## config.mk

```make
export PLATFORM = sky130hd
export DESIGN_NAME = fifo_wr_arbiter
export DESIGN_NICKNAME = d
export VERILOG_FILES = /design/src/rtl/fifo_wr_arbiter.sv
export SDC_FILE = /design/constraint.sdc
export NUM_CORES = 1
export LEC_CHECK = 0
export CAP_MARGIN = 20
export CORE_MARGIN = 2
export CORE_UTILIZATION = 45
export DETAILED_ROUTE_END_ITERATION = 16
export PLACE_DENSITY_LB_ADDON = 0.05
export SLEW_MARGIN = 20
export SYNTH_ARGS = -nofsm -noshare
export SYNTH_HDL_FRONTEND = slang
export SYNTH_SLANG_ARGS = --single-unit
```

## constraint.sdc

```tcl
create_clock -name clk -period 3 [get_ports clk]
set_input_delay 0.75 -clock clk [delete_from_list [all_inputs] [get_ports clk]]
set_output_delay 0.75 -clock clk [all_outputs]
set_load 0.01 [all_outputs]
```

## src/rtl/fifo_wr_arbiter.sv

```systemverilog
// -----------------------------------------------------------------------------
// fifo_wr_arbiter
//
// Shares the single write port of a synchronous FIFO among NUM_REQ producers.
// Ownership rotates round-robin. An owner keeps the port for at most MAX_BURST
// consecutive writes, or until it drops req_valid. The FIFO full flag only
// stalls the owner; it never causes a release. Because no write is issued
// while full is high, the FIFO cannot overflow.
//
// Ports:
//   clk        rising-edge clock for all state
//   rst        synchronous, active-high reset; also blanks req_ready, w_en
//              and data_in in the reset cycle
//   req_valid  per-requester "word available"
//   req_data   flat bus, requester i at [i*WIDTH +: WIDTH]
//   req_ready  per-requester "word accepted this cycle"
//   full       FIFO full flag
//   w_en       FIFO write enable
//   data_in    FIFO write data (owner's word while owning, else 0)
//   gnt_id     current owner index (registered)
//   busy       1 while a requester owns the port (registered)
// -----------------------------------------------------------------------------
module fifo_wr_arbiter #(
    parameter int NUM_REQ   = 4,
    parameter int WIDTH     = 8,
    parameter int MAX_BURST = 4
) (
    input  logic                       clk,
    input  logic                       rst,
    input  logic [NUM_REQ-1:0]         req_valid,
    input  logic [NUM_REQ*WIDTH-1:0]   req_data,
    output logic [NUM_REQ-1:0]         req_ready,
    input  logic                       full,
    output logic                       w_en,
    output logic [WIDTH-1:0]           data_in,
    output logic [$clog2(NUM_REQ)-1:0] gnt_id,
    output logic                       busy
);

    localparam int IDW = $clog2(NUM_REQ);

    localparam logic [0:0] ST_IDLE = 1'b0;
    localparam logic [0:0] ST_OWN  = 1'b1;

    localparam logic [IDW-1:0] LAST_ID    = IDW'(NUM_REQ - 1);
    localparam logic [IDW:0]   NUM_REQ_W  = (IDW + 1)'(NUM_REQ);
    localparam logic [7:0]     BURST_LAST = 8'(MAX_BURST);

    logic [0:0]     fsm_q,       fsm_d;
    logic [IDW-1:0] owner_q,     owner_d;
    logic [IDW-1:0] rr_ptr_q,    rr_ptr_d;
    logic [7:0]     burst_cnt_q, burst_cnt_d;

    logic [WIDTH-1:0] req_words_s [NUM_REQ];
    logic             own_s;
    logic             owner_valid_s;
    logic [IDW-1:0]   owner_next_s;
    logic [IDW:0]     pick_rr_s;
    logic [IDW:0]     pick_next_s;
    logic             release_s;

    // Round-robin search: first valid index at or after start, wrapping
    // modulo NUM_REQ (valid for non-power-of-2 counts). Result is {found, idx}.
    function automatic logic [IDW:0] pick(input logic [NUM_REQ-1:0] valid,
                                          input logic [IDW-1:0]     start);
        logic           found;
        logic           hit;
        logic [IDW-1:0] idx;
        logic [IDW:0]   sum;
        found = 1'b0;
        idx   = {IDW{1'b0}};
        for (int k = 0; k < NUM_REQ; k++) begin
            sum   = {1'b0, start} + (IDW + 1)'(k);
            sum   = (sum >= NUM_REQ_W) ? (sum - NUM_REQ_W) : sum;
            hit   = !found && valid[sum[IDW-1:0]];
            idx   = hit ? sum[IDW-1:0] : idx;
            found = found | hit;
        end
        return {found, idx};
    endfunction

    // Unpack the flat request bus and derive owner-related helpers.
    always_comb begin
        for (int i = 0; i < NUM_REQ; i++) begin
            req_words_s[i] = req_data[i*WIDTH +: WIDTH];
        end
        own_s         = (fsm_q == ST_OWN);
        owner_valid_s = req_valid[owner_q];
        owner_next_s  = (owner_q == LAST_ID) ? {IDW{1'b0}} : (owner_q + {{(IDW-1){1'b0}}, 1'b1});
        pick_rr_s     = pick(req_valid, rr_ptr_q);
        pick_next_s   = pick(req_valid, owner_next_s);
    end

    // FIFO-side and requester-side handshake outputs; all blanked during reset.
    always_comb begin
        for (int i = 0; i < NUM_REQ; i++) begin
            req_ready[i] = !rst && own_s && !full && (owner_q == IDW'(i));
        end
        w_en = !rst && own_s && owner_valid_s && !full;
        if (!rst && own_s) begin
            data_in = req_words_s[owner_q];
        end else begin
            data_in = {WIDTH{1'b0}};
        end
    end

    // Next-state logic: grant from IDLE, stall/write/release while owning.
    always_comb begin
        fsm_d       = fsm_q;
        owner_d     = owner_q;
        rr_ptr_d    = rr_ptr_q;
        burst_cnt_d = burst_cnt_q;
        release_s   = 1'b0;
        case (fsm_q)
            ST_IDLE: begin
                if (pick_rr_s[IDW]) begin
                    fsm_d       = ST_OWN;
                    owner_d     = pick_rr_s[IDW-1:0];
                    burst_cnt_d = 8'd0;
                end else begin
                    fsm_d = ST_IDLE;
                end
            end
            ST_OWN: begin
                if (!owner_valid_s) begin
                    release_s = 1'b1;
                end else if (full) begin
                    // Stall: everything holds, full never ends a grant.
                    burst_cnt_d = burst_cnt_q;
                end else if ((burst_cnt_q + 8'd1) == BURST_LAST) begin
                    release_s = 1'b1;
                end else begin
                    burst_cnt_d = burst_cnt_q + 8'd1;
                end
                if (release_s) begin
                    rr_ptr_d    = owner_next_s;
                    burst_cnt_d = 8'd0;
                    // Zero-bubble handoff when anyone (possibly the releasing
                    // requester itself) is still waiting.
                    if (pick_next_s[IDW]) begin
                        owner_d = pick_next_s[IDW-1:0];
                    end else begin
                        fsm_d = ST_IDLE;
                    end
                end else begin
                    rr_ptr_d = rr_ptr_q;
                end
            end
            default: begin
                fsm_d       = ST_IDLE;
                burst_cnt_d = 8'd0;
            end
        endcase
    end

    // State registers with synchronous reset.
    always_ff @(posedge clk) begin
        if (rst) begin
            fsm_q       <= ST_IDLE;
            owner_q     <= {IDW{1'b0}};
            rr_ptr_q    <= {IDW{1'b0}};
            burst_cnt_q <= 8'd0;
        end else begin
            fsm_q       <= fsm_d;
            owner_q     <= owner_d;
            rr_ptr_q    <= rr_ptr_d;
            burst_cnt_q <= burst_cnt_d;
        end
    end

    assign gnt_id = owner_q;
    assign busy   = (fsm_q == ST_OWN);

endmodule

```

* Word level (Yosys, flattened, before mapping)
Index checks and enable logic that the tools add are counted.
** Storage, ports and cells
- Register bits after elaboration :: 13
- Latch bits :: 0
- Bits in writable memories :: 0
- Bits in read-only memories :: 0
- Input bits :: 39
- Output and inout port bits :: 16
- Word-level logic and storage cells :: 139
- Memories :: 0
** Operators by class
- Add/sub/neg operators :: 16
- Multipliers :: 0
- Divide/modulo/power cells :: 0
- $lt $le $gt $ge :: 18
- Eq/ne operators :: 10
- Shift-type cells :: 0
- Muxes and demuxes :: 57
- Bitwise operators :: 8
- Reductions and logical operators :: 26
** Operators with widths (number)
- $mux W8 :: 8
- $mux W2 :: 20
- $lt A2 B3 Y1 const B :: 9
- $ge A3 B3 Y1 const B :: 7
- $bmux W1 S2 :: 9
- $bmux W8 S2 :: 1
- $mux W1 :: 16
- $pmux W8 S2 :: 1
- $sub A2 B1 Y2 const B :: 8
- $logic_and A1 B1 Y1 :: 14
- $add A2 B2 Y3 const B :: 4
- $add A8 B1 Y8 const B :: 1
- $eq A8 B3 Y1 const B :: 1
- $logic_not A1 Y1 :: 8
- $add A2 B1 Y3 const B :: 2
- $ge A2 B3 Y1 const B :: 2
- $ne A3 B2 Y1 const B :: 2
- $or A1 B1 Y1 :: 6
- $eq A2 B2 Y1 const B :: 2
- $ne A2 B1 Y1 const B :: 2
- $pmux W2 S2 :: 1
- $reduce_and A4 Y1 :: 1
- $ne A3 B1 Y1 const B :: 1
- $not A2 Y3 :: 1
- other kinds (8) :: 8

* Longest topological paths before layout
- Word-level depth :: 18
- Mapped depth :: 7
- Depth with buffers taken out :: 6

* Least setup slack after synthesis
OpenSTA, ideal clock, no wires.
- Path kind :: input port to output port
- Start :: input port rst
- End :: output port req_ready[0]
- Data arrival time :: 1.614 ns
- Required time :: 2.250 ns
- Slack :: 0.636 ns
- Stages :: 5
- Path buffers :: 2
- Path through :: clkbuf_1 nand2b_1 clkbuf_1 nor2_1 and2_1
** Between the ends
- Longest elaborated chain between the ends :: 4
** Ends and longest elaborated chain
- start: declaration :: line 29 : input logic rst,
- $logic_not A1 Y1 :: line 97 : req_ready[i] = !rst && own_s && !full && (owner_q == IDW'(i));
- $logic_and A1 B1 Y1 (3 in a row) :: line 97
- end: declaration :: line 32 : output logic [NUM_REQ-1:0] req_ready,
No other way between the ends.

* Worst setup path in the final report
- Start :: input port req_data[31]
- End :: output port data_in[7]
** Between the ends
- Longest elaborated chain between the ends :: 4
** Ends and longest elaborated chain
- start: declaration :: line 31 : input logic [NUM_REQ*WIDTH-1:0] req_data,
- $bmux W8 S2 :: line 101 : data_in = req_words_s[owner_q];
- $mux W8 (implied by the code) (2 in a row) :: line 101
- $mux W8 :: line 100 : if (!rst && own_s) begin
- end: declaration :: line 35 : output logic [WIDTH-1:0] data_in,
No other way between the ends. The select of a mux whose other input is x is not followed.

==> run metrics <==
power per cell area 314.0 nW/um^2; syn nets 186; DRT antenna net count 0; highest clock rate 339.5 MHz; Yosys top cell area share 21.49%; LEAKAGE 0.8376 nW; type of destination of the critical path output port; GRT Total Usage 23.42%; CP Cell Sequence clkdlybuf4s50_1 -> mux4_2 -> nor2b_1 -> clkdlybuf4s50_1; vias in the first global route 1241; Area contributors post-synth dfxtp_1, mux4_2, ha_1; Startpoint Class input port; max-slew violation count 0; unrepaired setup endpoints after global routing false; Synth async-reset ratio 0%; Sink Count 13; first-pass GRT wire length 5871 um; largest net degree at the start of global routing 18; Tmin final 2946 ps; layout cells sized above 1 15.69%; Setup CP Type in -> out; Placed Instances 230; Seq/Total Area, Yosys 21.49%; Worst path slowest cell clkdlybuf4s50_1; Pre-Repair DR Iteration Count 4; max incr delay on CP 470 ps; Clock Path Buffers 2; CTS tree built; Syn Inst Count 142; Initial Util 48.02%; Site Rows 18; met2 Usage GRT 38.44%; Worst-Margin Slew 498.8 ps; Worst-path clk slew 70 ps; Via Count 1390; wire per inst 15.32 um; Port Buf Inserts 54; total clock buffers created by CTS 3; GRT met3 Usage 6.047%; Via-to-Cell Ratio 5.940; total length of routed wires 3586 um; MaxCap Viol Count 0; status complete, no violations; Final nets 249; post-CTS setup buffer count 0; leading area contributor after synthesis dfxtp_1; slew margin rel. 66.62%; clk_lat worst skew 280 ps; most common library cells after synthesis dfxtp_1, nand2_1, a21oi_1, nor2_1, mux4_2; met1 Usage GRT 30.26%; Synth Area per Inst 8.529 sq um; Cell Area, Synth 1211 sq um; Placer Congestion 0.8601; Design Power 0.0005960 W; die width 55.88 um; top-count cell post-synth dfxtp_1; most used routing layer met2; die area 3123 sq um; antenna violations before repair 0; Worst EP arrival 2200 ps; Synth-to-Final Area Change 56.71%; Worst Clk Skew 1.945 ps; DP Wirelength 2888 um; main flop type after synthesis dfxtp_1; Top Ports 55; worst path required time 2250 ps; Synth cell types 38; Post-synth EDFFs 0; crit share post-route 98.19%; Die Y 55.88 um; Non-Filler Instances 234; crit-path max FO 1; # DRC 0; maximum VDD drop 0.2891 mV; # setup viols final 0; gr ovfl total 0; yosys warns 0; H-tree depth 1; most used cell, CP clkdlybuf4s50_1; Seq cells post-synth 13; root buf cell clkbuf_4; Tightest Hold Check Type reg -> reg; Hold WS 486.0 ps; core area 2522 sq um; Fin. Hold Viols 0; number of DRC markers in iteration 0 39; antenna cell count 0
-- metrics by stage --
| step | setup TNS (ps) | utilization [%] | setup WS, ps | cell area [sq um] |
|---|---|---|---|---|
| after floorplan | 0 | - | 635.7 | 1211 |
| after CTS | 0 | 74.06 | 8.558 | 1868 |
| after global placement | -64.50 | 72.97 | -64.50 | 1841 |
| after detailed placement | -88.20 | 72.97 | -88.20 | 1841 |
| final | 0 | 75.25 | 54.21 | 1898 |
| after global routing | 0 | 75.25 | 12.59 | 1898 |
-- cell usage in the layout, fill, tap and decap left out, types with 4 or more instances in the layout --
| cell | count |
|---|---|
| nand2_1 | 11 |
| nand3_1 | 6 |
| inv_1 | 7 |
| nor3_1 | 4 |
| clkdlybuf4s50_1 | 44 |
| nor2b_1 | 8 |
| buf_4 | 12 |
| nor2_1 | 9 |
| dfxtp_1 | 13 |
| ha_1 | 5 |
| nand2b_1 | 4 |
| dlymetal6s2s_1 | 9 |
| o21ai_0 | 5 |
| mux4_2 | 9 |
| a21oi_1 | 10 |
| and2_1 | 4 |
-- cell families (layout without fill, tap and decap cells) --
family,Yosys count,after routing,synth area share (%)
AOI/OAI and AO/OA,34,34,19.32
adders and majority gates,5,5,5.165
DFF,13,13,21.49
and+or+nand+nor,64,64,30.27
muxes,11,11,18.39
buffers and inverters,15,77,5.372
-- worst max-delay path: cells and delay by family --
kind / cells / cell delay, ps
multiplexers: 1 / 450
AND/OR/NAND/NOR: 1 / 140
buffers and inverters: 2 / 860
-- worst paths after layout --
| path | from | to | slack (ps) | cells past startpoint |
|---|---|---|---|---|
| max | req_data[31] | data_in[7] | 50 | 4 |
| min | burst_cnt_q[1] | burst_cnt_q[1] | 490 | 2 |
| max reg2reg | gnt_id[0] | burst_cnt_q[3] | 950 | 7 |
| min reg2reg | burst_cnt_q[1] | burst_cnt_q[1] | 490 | 2 |
-- where the power goes --
part           switching (W)  total [W]  internal, W
Sequential         0.0000114   0.000193     0.000182
Combinational       0.000124   0.000294     0.000169
Clock              0.0000573   0.000109    0.0000517
Total               0.000193   0.000596     0.000403
-- layout make-up --
| cell class | count | area [sq um] |
|---|---|---|
| Multi-Input combinational cell | 114 | 895.9 |
| Sequential cell | 13 | 260.3 |
| Timing Repair Buffer | 66 | 651.9 |
| Tap cell | 30 | 37.54 |
| Inverter | 7 | 26.28 |
| Clock buffer | 4 | 26.28 |
| Fill cell | 178 | 624.3 |
-- routing by layer --
metal	vias to the layer above	part of all wire, %
met1	661	44
met5	-	0
li1	658	-
met3	7	7.9
met4	0	1.6
met2	64	46
-- registers in the layout, indices dropped and copies added, names as in the netlist --
register,cells
burst_cnt_q,8
gnt_id,2
rr_ptr_q,2
busy,1
-- repair_timing --
action | 4_1_cts | 5_1_grt
setup endpoints to repair | 2 | 12
hold buffers | 0 | 0
resized for setup | 2 | 10
hold endpoints to repair | 0 | 0
No activity file was read; power rests on OpenSTA's default activity.
